<file path="src/rtl/fifo_write_arbiter_pkg.sv">
// Shared types and default sizing for the FIFO write arbiter.
package fifo_write_arbiter_pkg;

    localparam int DEF_FIFO_WIDTH = 63;
    localparam int DEF_FIFO_DEPTH = 2048;
    localparam int DEF_FIFO_BITS  = 11;
    localparam int DEF_NUM_CH     = 4;

    typedef enum logic {
        IDLE  = 1'b0,
        WRITE = 1'b1
    } state_t;

endpackage

</file>
<file path="src/rtl/fifo_write_arbiter_rr_arbiter.sv">
// Round-robin selector: picks the first requester at or after ptr, wrapping at NUM_CH.
module rr_arbiter #(
    parameter int NUM_CH = 4,
    parameter int IDX_W  = 2
) (
    input  logic [NUM_CH-1:0] req,
    input  logic [IDX_W-1:0]  ptr,
    output logic [NUM_CH-1:0] grant,
    output logic [IDX_W-1:0]  grant_idx
);

    always_comb begin
        int   idx;
        logic found;
        grant     = '0;
        grant_idx = '0;
        found     = 1'b0;
        idx       = 0;
        for (int k = 0; k < NUM_CH; k++) begin
            idx = (int'(ptr) + k) % NUM_CH;
            if (!found && req[IDX_W'(idx)]) begin
                found                 = 1'b1;
                grant[IDX_W'(idx)]    = 1'b1;
                grant_idx             = IDX_W'(idx);
            end
        end
    end

endmodule

</file>
<file path="src/rtl/fifo_write_arbiter.sv">
// Arbitrates NUM_CH valid/ready writers onto one FIFO write port, one word per two cycles.
// Handshake: a channel transfers on the cycle where ch_valid[i] and ch_ready[i] are both 1.
module fifo_write_arbiter
    import fifo_write_arbiter_pkg::*;
#(
    parameter int FIFO_WIDTH = DEF_FIFO_WIDTH,
    parameter int FIFO_DEPTH = DEF_FIFO_DEPTH,
    parameter int FIFO_BITS  = DEF_FIFO_BITS,
    parameter int NUM_CH     = DEF_NUM_CH
) (
    input  logic                         clk,
    input  logic                         reset,
    input  logic                         arb_enable,
    input  logic [NUM_CH-1:0]            ch_valid,
    input  logic [NUM_CH*FIFO_WIDTH-1:0] ch_data,
    output logic [NUM_CH-1:0]            ch_ready,
    output logic [FIFO_WIDTH-1:0]        fifo_data_in,
    output logic                         fifo_write_n,
    input  logic                         fifo_full,
    input  logic [FIFO_BITS:0]           fifo_counter,
    output logic [31:0]                  write_count,
    output logic [1:0]                   grant_id
);

    localparam int IDX_W = (NUM_CH > 1) ? $clog2(NUM_CH) : 1;
    localparam logic [FIFO_BITS:0] DEPTH_LIM = (FIFO_BITS+1)'(FIFO_DEPTH);

    state_t                  state;
    state_t                  next_state;
    logic [IDX_W-1:0]        rr_ptr;
    logic [IDX_W-1:0]        last_grant;
    logic [IDX_W-1:0]        sel_idx;
    logic [NUM_CH-1:0]       sel_grant;
    logic [FIFO_WIDTH-1:0]   sel_data;
    logic                    grant_ok;
    logic                    do_grant;

    rr_arbiter #(
        .NUM_CH (NUM_CH),
        .IDX_W  (IDX_W)
    ) u_rr (
        .req       (ch_valid),
        .ptr       (rr_ptr),
        .grant     (sel_grant),
        .grant_idx (sel_idx)
    );

    assign sel_data = ch_data[int'(sel_idx)*FIFO_WIDTH +: FIFO_WIDTH];
    assign grant_ok = !reset && arb_enable && (|ch_valid) && !fifo_full
                      && (fifo_counter < DEPTH_LIM);
    assign grant_id = 2'(last_grant);

    always_ff @(posedge clk) begin
        if (reset) state <= IDLE;
        else       state <= next_state;
    end

    // The strobe is a pure function of WRITE, so a committed write always completes.
    always_comb begin
        next_state   = state;
        ch_ready     = '0;
        fifo_write_n = 1'b1;
        do_grant     = 1'b0;
        case (state)
            IDLE: begin
                if (grant_ok) begin
                    next_state = WRITE;
                    ch_ready   = sel_grant;
                    do_grant   = 1'b1;
                end
            end
            WRITE: begin
                fifo_write_n = 1'b0;
                next_state   = IDLE;
            end
            default: next_state = IDLE;
        endcase
    end

    always_ff @(posedge clk) begin
        if (reset) begin
            rr_ptr       <= '0;
            last_grant   <= '0;
            fifo_data_in <= '0;
            write_count  <= '0;
        end else begin
            if (state == WRITE) write_count <= write_count + 32'd1;
            if (do_grant) begin
                fifo_data_in <= sel_data;
                last_grant   <= sel_idx;
                rr_ptr       <= (sel_idx == IDX_W'(NUM_CH-1)) ? '0 : sel_idx + 1'b1;
            end
        end
    end

endmodule

</file>
<file path="config.mk">
export PLATFORM = sky130hd
export DESIGN_NAME = fifo_write_arbiter
export DESIGN_NICKNAME = d
export VERILOG_FILES = /design/src/rtl/fifo_write_arbiter_pkg.sv /design/src/rtl/fifo_write_arbiter_rr_arbiter.sv /design/src/rtl/fifo_write_arbiter.sv
export SDC_FILE = /design/constraint.sdc
export NUM_CORES = 1
export LEC_CHECK = 0
export CELL_PAD_IN_SITES_DETAIL_PLACEMENT = 2
export CELL_PAD_IN_SITES_GLOBAL_PLACEMENT = 2
export CORE_MARGIN = 2
export CORE_UTILIZATION = 20
export DETAILED_ROUTE_END_ITERATION = 10
export GPL_ROUTABILITY_DRIVEN = 1
export PLACE_DENSITY = 0.89
export RECOVER_POWER = 50
export SLEW_MARGIN = 10
export SYNTH_ARGS = -nofsm -noshare
export SYNTH_HDL_FRONTEND = slang
export SYNTH_HIERARCHICAL = 1
export SYNTH_SLANG_ARGS = --single-unit
</file>
<file path="constraint.sdc">
create_clock -name clk -period 4.7 [get_ports clk]
set_input_delay 1.41 -clock clk [delete_from_list [all_inputs] [get_ports clk]]
set_output_delay 1.41 -clock clk [all_outputs]
set_load 0.05 [all_outputs]
</file>
* Word level (Yosys, flattened, before mapping)
Index checks and enable logic that the tools add are counted.
** Storage, ports and cells
- Register bits after elaboration :: 100
- Output and inout port bits :: 102
- Input port bits :: 272
- Word-level logic and storage cells :: 81
** Cells by class
- Reductions and logical operators :: 17
- Muxes and demuxes :: 38
- Bitwise logic cells :: 4
- $add $sub $neg :: 5
- Magnitude comparators :: 9
- Equal/unequal tests :: 1
- Shift operators :: 1
- $mul :: 1
** Operators by type and width (number)
- variable part select 252 x 9 -> 63 bit :: 1
- adder 32 x 1 -> 32 bit, second input constant :: 1
- two-way mux 4 bit :: 6
- two-way mux 1 bit :: 18
- less-than comparator 2 x 4 -> 1 bit, second input constant :: 4
- less-than comparator 12 bit, second input constant :: 1
- bitwise OR 4 bit :: 3
- logical AND 1 bit :: 11
- two-way mux 2 bit :: 5
- binary-select mux 1 bit (select 2 bit) :: 4
- demux 1 bit (select 2 bit) :: 4
- >= comparator 2 x 1 -> 1 bit, second input constant :: 4
- multiplier 2 x 6 -> 8 bit, second input constant :: 1
- zero test 1 bit :: 5
- adder 2 x 1 -> 2 bit, second input constant :: 2
- adder 2 bit, second input constant :: 2
- OR reduction 4 bit :: 1
- equality test 2 bit, second input constant :: 1
- case mux 1 bit (2 select lines) :: 1
- NOT 1 bit :: 1

* Depth between registers and ports, before layout
- Depth after elaboration :: 15
- Mapped depth :: 12
- Gate-level depth less buffers :: 9

* Modules after synthesis
Netlist, hierarchy kept.
** By module, submodules not included
- fifo_write_arbiter :: times used 1, area an instance 5376.4 um2, sequential area each 2001.9 um2, cells an instance 555
- rr_arbiter :: times used 1, area an instance 573.0 um2, sequential area each 0.0 um2, cells an instance 72

* Worst setup path after synthesis
No wires, ideal clock.
- Kind :: input -> output
- From :: in reset
- To :: out ch_ready[0]
- Buffers on the path :: 2
- Cell stages on the path :: 6
- Path slack :: 214 ps
- Data required time :: 3290 ps
- Arrival time :: 3076 ps
- Cell sequence :: or4b_1 -> or3_1 -> clkbuf_1 -> inv_2 -> buf_2 -> and2_1
** On the way
- Longest elaborated chain between the ends :: 7
** Ends and longest elaborated chain
- from (decl) :: RTL line fifo_write_arbiter.sv:12 : input logic reset,
- zero test 1 bit :: RTL line fifo_write_arbiter.sv:49 : assign grant_ok = !reset && arb_enable && (|ch_valid) && !fifo_full
- logical AND 1 bit (3 in series) :: RTL line fifo_write_arbiter.sv:49
- logical AND 1 bit :: RTL line fifo_write_arbiter.sv:50 : && (fifo_counter < DEPTH_LIM);
- two-way mux 4 bit :: RTL line fifo_write_arbiter.sv:66 : if (grant_ok) begin
- two-way mux 4 bit :: RTL line fifo_write_arbiter.sv:64 : case (state)
- to (decl) :: RTL line fifo_write_arbiter.sv:16 : output logic [NUM_CH-1:0] ch_ready,
Every way passes these cells.

* Final worst setup path
- From :: in ch_valid[0]
- To :: out ch_ready[3]
** On the way
- Longest elaborated chain between the ends :: 15
- Elaborated cells between the ends (all ways) :: 34
- Classes of those cells :: 21 x mux; 3 x bitwise; 10 x reduce/logical
** Ends and longest elaborated chain
- from (decl) :: RTL line fifo_write_arbiter.sv:14 : input logic [NUM_CH-1:0] ch_valid,
- binary-select mux 1 bit (select 2 bit) :: RTL line fifo_write_arbiter_rr_arbiter.sv:21 : if (!found && req[IDX_W'(idx)]) begin
- two-way mux 1 bit (not written as such) (2 in series) :: RTL line fifo_write_arbiter_rr_arbiter.sv:21
- two-way mux 1 bit :: RTL line fifo_write_arbiter_rr_arbiter.sv:21
- zero test 1 bit :: RTL line fifo_write_arbiter_rr_arbiter.sv:21
- logical AND 1 bit :: RTL line fifo_write_arbiter_rr_arbiter.sv:21
- two-way mux 1 bit :: RTL line fifo_write_arbiter_rr_arbiter.sv:21
- zero test 1 bit :: RTL line fifo_write_arbiter_rr_arbiter.sv:21
- logical AND 1 bit :: RTL line fifo_write_arbiter_rr_arbiter.sv:21
- two-way mux 1 bit :: RTL line fifo_write_arbiter_rr_arbiter.sv:21
- zero test 1 bit :: RTL line fifo_write_arbiter_rr_arbiter.sv:21
- logical AND 1 bit :: RTL line fifo_write_arbiter_rr_arbiter.sv:21
- two-way mux 4 bit * :: RTL line fifo_write_arbiter_rr_arbiter.sv:21
- net sel_grant[3] :: RTL line fifo_write_arbiter.sv:33 : logic [NUM_CH-1:0] sel_grant;
- two-way mux 4 bit * :: RTL line fifo_write_arbiter.sv:66
- two-way mux 4 bit * :: RTL line fifo_write_arbiter.sv:64
The timed path passes the listed nets; every way through them passes the cells marked *. The select of a mux whose other input is x is not followed.

==> impl_metrics.py <==
metrics = {
    "synth": {
        "yosysSeqAreaShare_pct": 33.6,
        "synth-edff-count": 0,
        "synth.avg_cell_area_sq_um": 9.49,
        "netlist_area_sq_um": 5950,
        "synth.top_cells.by_count": "nand2_1, dfxtp_1, a21oi_1",
        "synthTopCellsByArea": "dfxtp_1, mux4_2, nand2_1, a21oi_1, ha_1",
        "synthCells": 627,
        "synth_top_flop_cell": "dfxtp_1",
        "synth_top_area_share_pct": 33.6,
        "synth_warnings": 6,
        "ys_seq_elements": 100,
        "ys_types": 54,
        "synth.net_count": 909,
        "synth_most_common_cell": "nand2_1",
        "synth_largest_area_cell": "dfxtp_1",
        "synthArstFlopShare_pct": 0,
    },
    "clock_tree": {
        "clk_latency_ps": 360,
        "cts_max_path_buffers": 2,
        "cts_tree": "done",
        "cts_hold_buf": 0,
        "root_buffer": "clkbuf_16",
        "cts_max_level": 3,
        "numCtsBuffers": 9,
        "path_clk_slew_ps": 80,
        "cts_num_sinks": 100,
    },
    "timing": {
        "hold_viol": 0,
        "fin_skew_ps": 19.2,
        "worst_slew_pin_slew_ps": 1260,
        "slew_headroom_pct": 15.8,
        "setup_violations": 0,
        "max_freq_mhz": 217,
        "slew_viol_final": 0,
        "fin_crit_ps": 4610,
        "setup_slack_ps": 93.5,
        "rsz0062_at_grt": "no",
        "finalCritPeriodShare_pct": 98.0,
    },
    "final_layout": {
        "layout-drive-gt1-share_pct": 14.1,
        "syn_to_final_growth_pct": 75.8,
        "n_antenna_cell": 0,
        "num-fill-cells": 3184,
        "nNetsFinal": 1262,
        "instances_no_fill": 1375,
    },
    "grt": {
        "gr-usage-all-layers_pct": 17.9,
        "overflow": 0,
        "antenna_found_initial": 2,
        "grt_pass1_vias": 7213,
        "grt_max_degree": 69,
        "grt_pass1_wl_um": 42600,
    },
    "routing": {
        "drc": 0,
        "first_iter_violations": 318,
        "via_count": 6456,
        "drtPass1Iterations": 4,
        "post_drt_wl_per_cell_um": 20.6,
        "via_per_inst": 4.70,
        "ant_nets": 0,
        "drt_wl_total_um": 28400,
    },
    "floorplan": {
        "start_util_pct": 20.2,
        "die_y_um": 176,
        "ios": 374,
        "floorplan.die_area_sq_um": 31100,
        "row_count": 63,
        "chipWidth_um": 176,
        "core_area_sq_um": 29500,
    },
    "setup_path": {
        "cp-startpoint": "ch_valid[0]",
        "path_class": "input port to output pin",
        "r2r-end": "fifo_data_in[49]$_SDFFE_PP0P_",
        "critPathArrivalTime_ps": 3200,
        "required_ps": 3290,
        "cp-start-kind": "input port",
        "crit_path_max_fanout": 8,
        "rrSetupSlack_ps": 1510,
        "endpoint_kind": "output pin",
        "r2r_cells": 10,
        "cp-endpoint": "ch_ready[3]",
        "r2r-start": "rr_ptr[1]$_SDFFE_PP0P_",
    },
    "run": {
        "cap_violations": 0,
    },
    "placement": {
        "dp_cells": 1358,
        "port_buffers": 362,
        "dp_slack_ps": -148,
        "dp_hpwl_um": 22700,
        "place.gp.congestion": 0.801,
    },
    "power_and_ir_drop": {
        "seqPwrFrac_pct": 35.3,
        "p_total_mw": 2.47,
        "swShare_pct": 30.4,
        "p_switching_mw": 0.753,
        "power_density_nw_per_um2": 237,
        "p_clk_share_pct": 31.2,
        "p_int_mw": 1.72,
        "p_leak_nw": 3.65,
        "ir_worst_vdd_mv": 0.207,
        "combPwrFrac_pct": 33.5,
    },
    "status": {
        "status": "finished clean",
    },
    "worst_hold_path": {
        "holdCritPathClass": "register to register",
    },
}
[per-stage QoR]
| stage | area [sq um] | TNS, ps | hold WS, ps | utilization [%] |
|---|---|---|---|---|
| finish | 10500 | 0 | 456 | 35.5 |
| detailed placement | 10200 | -508 | 451 | 34.5 |
| floorplan | 5950 | 0 | 497 | - |
| global route | 10500 | 0 | 470 | 35.5 |
| CTS | 10500 | 0 | 464 | 35.5 |
| global placement | 10200 | -235 | 442 | 34.5 |
[registers in the layout (all words and copies together) (netlist names)]
signal and cells:
grant_id 2, state 1, write_count 32, rr_ptr 2, fifo_data_in 63
[layout by cell type, fill, tap and decap left out, types with 3 or more instances in the layout]
cell type / Yosys / final
clkdlybuf4s50_1: 0 / 284
nand2_1: 152 / 152
dfxtp_1: 100 / 100
a21oi_1: 86 / 86
dlygate4sd3_1: 0 / 69
mux4_2: 65 / 66
buf_4: 1 / 26
o21ai_0: 20 / 20
nor2_1: 15 / 15
inv_1: 11 / 11
or3_1: 12 / 11
ha_1: 10 / 10
nand4_1: 9 / 9
nand3_1: 9 / 9
clkbuf_16: 0 / 9
o31ai_1: 8 / 8
or4_1: 8 / 8
buf_12: 0 / 8
xnor2_1: 7 / 7
nor4_1: 5 / 5
nor3_1: 5 / 5
mux2i_1: 4 / 4
dlygate4sd2_1: 0 / 4
and2_4: 1 / 3
xor2_1: 3 / 3
nand3b_1: 3 / 3
o211ai_1: 3 / 3
[layer usage]
metal | vias up | track usage [%] | routed length (um)
li1 | 3000 | - | -
met2 | 219 | 33.9 | 15400
met3 | 24 | 3.96 | 1440
met1 | 3211 | 20.3 | 11000
met4 | 2 | 4.10 | 500
met5 | - | 0 | 13
[area by class of cell]
cell class	count	area, sq um	area share, %
Clock buffer	9	225	2.15
Clock inverter	7	67.6	0.646
Inverter	12	45.0	0.431
Multi-Input combinational cell	463	3700	35.3
Sequential cell	100	2000	19.1
Tap cell	390	488	4.66
Timing Repair Buffer	394	3940	37.6
[power by group through the flow]
stage / registers (mW) / logic [mW] / clock network (mW)
floorplan: 0.952 / 0.372 / 0
global placement: 0.894 / 0.823 / 0
detailed placement: 0.895 / 0.845 / 0
CTS: 0.875 / 0.848 / 0.805
global route: 0.877 / 0.885 / 0.847
finish: 0.874 / 0.829 / 0.772
[worst min-delay path by stage]
stage                     slack, ps                     startpoint  cells past startpoint                       endpoint
final                           460   fifo_data_in[0]$_SDFFE_PP0P_                      2   fifo_data_in[0]$_SDFFE_PP0P_
after global routing            470  fifo_data_in[55]$_SDFFE_PP0P_                      2  fifo_data_in[55]$_SDFFE_PP0P_
after CTS                       460   fifo_data_in[1]$_SDFFE_PP0P_                      2   fifo_data_in[1]$_SDFFE_PP0P_
after detailed placement        450   fifo_data_in[1]$_SDFFE_PP0P_                      2   fifo_data_in[1]$_SDFFE_PP0P_
after global placement          440  fifo_data_in[52]$_SDFFE_PP0P_                      2  fifo_data_in[52]$_SDFFE_PP0P_
after floorplan                 500         rr_ptr[1]$_SDFFE_PP0P_                      2         rr_ptr[1]$_SDFFE_PP0P_
[what timing repair did]
item                       4_1_cts  5_1_grt
setup endpoints to repair        4        2
gates resized for setup          9        1
setup buffers                    1        0
pin swaps                        1        1
[kinds of logic after synthesis]
group | count (synthesis) | share of synthesized area (%)
compound gates | 130 | 12.5
xor+xnor | 10 | 1.47
fa+ha+maj | 10 | 2.10
buf+inv | 64 | 5.07
flops | 100 | 33.6
mux | 72 | 26.1
simple gates | 241 | 19.1
[worst max-delay path, stage by stage]
cell	delay, ps
dlygate4sd2_1	300
mux4_2	610
buf_4	190
inv_1	110
a31oi_1	100
o211ai_1	130
and2_4	200
buf_12	130
No activity file was read; power rests on OpenSTA's default activity.
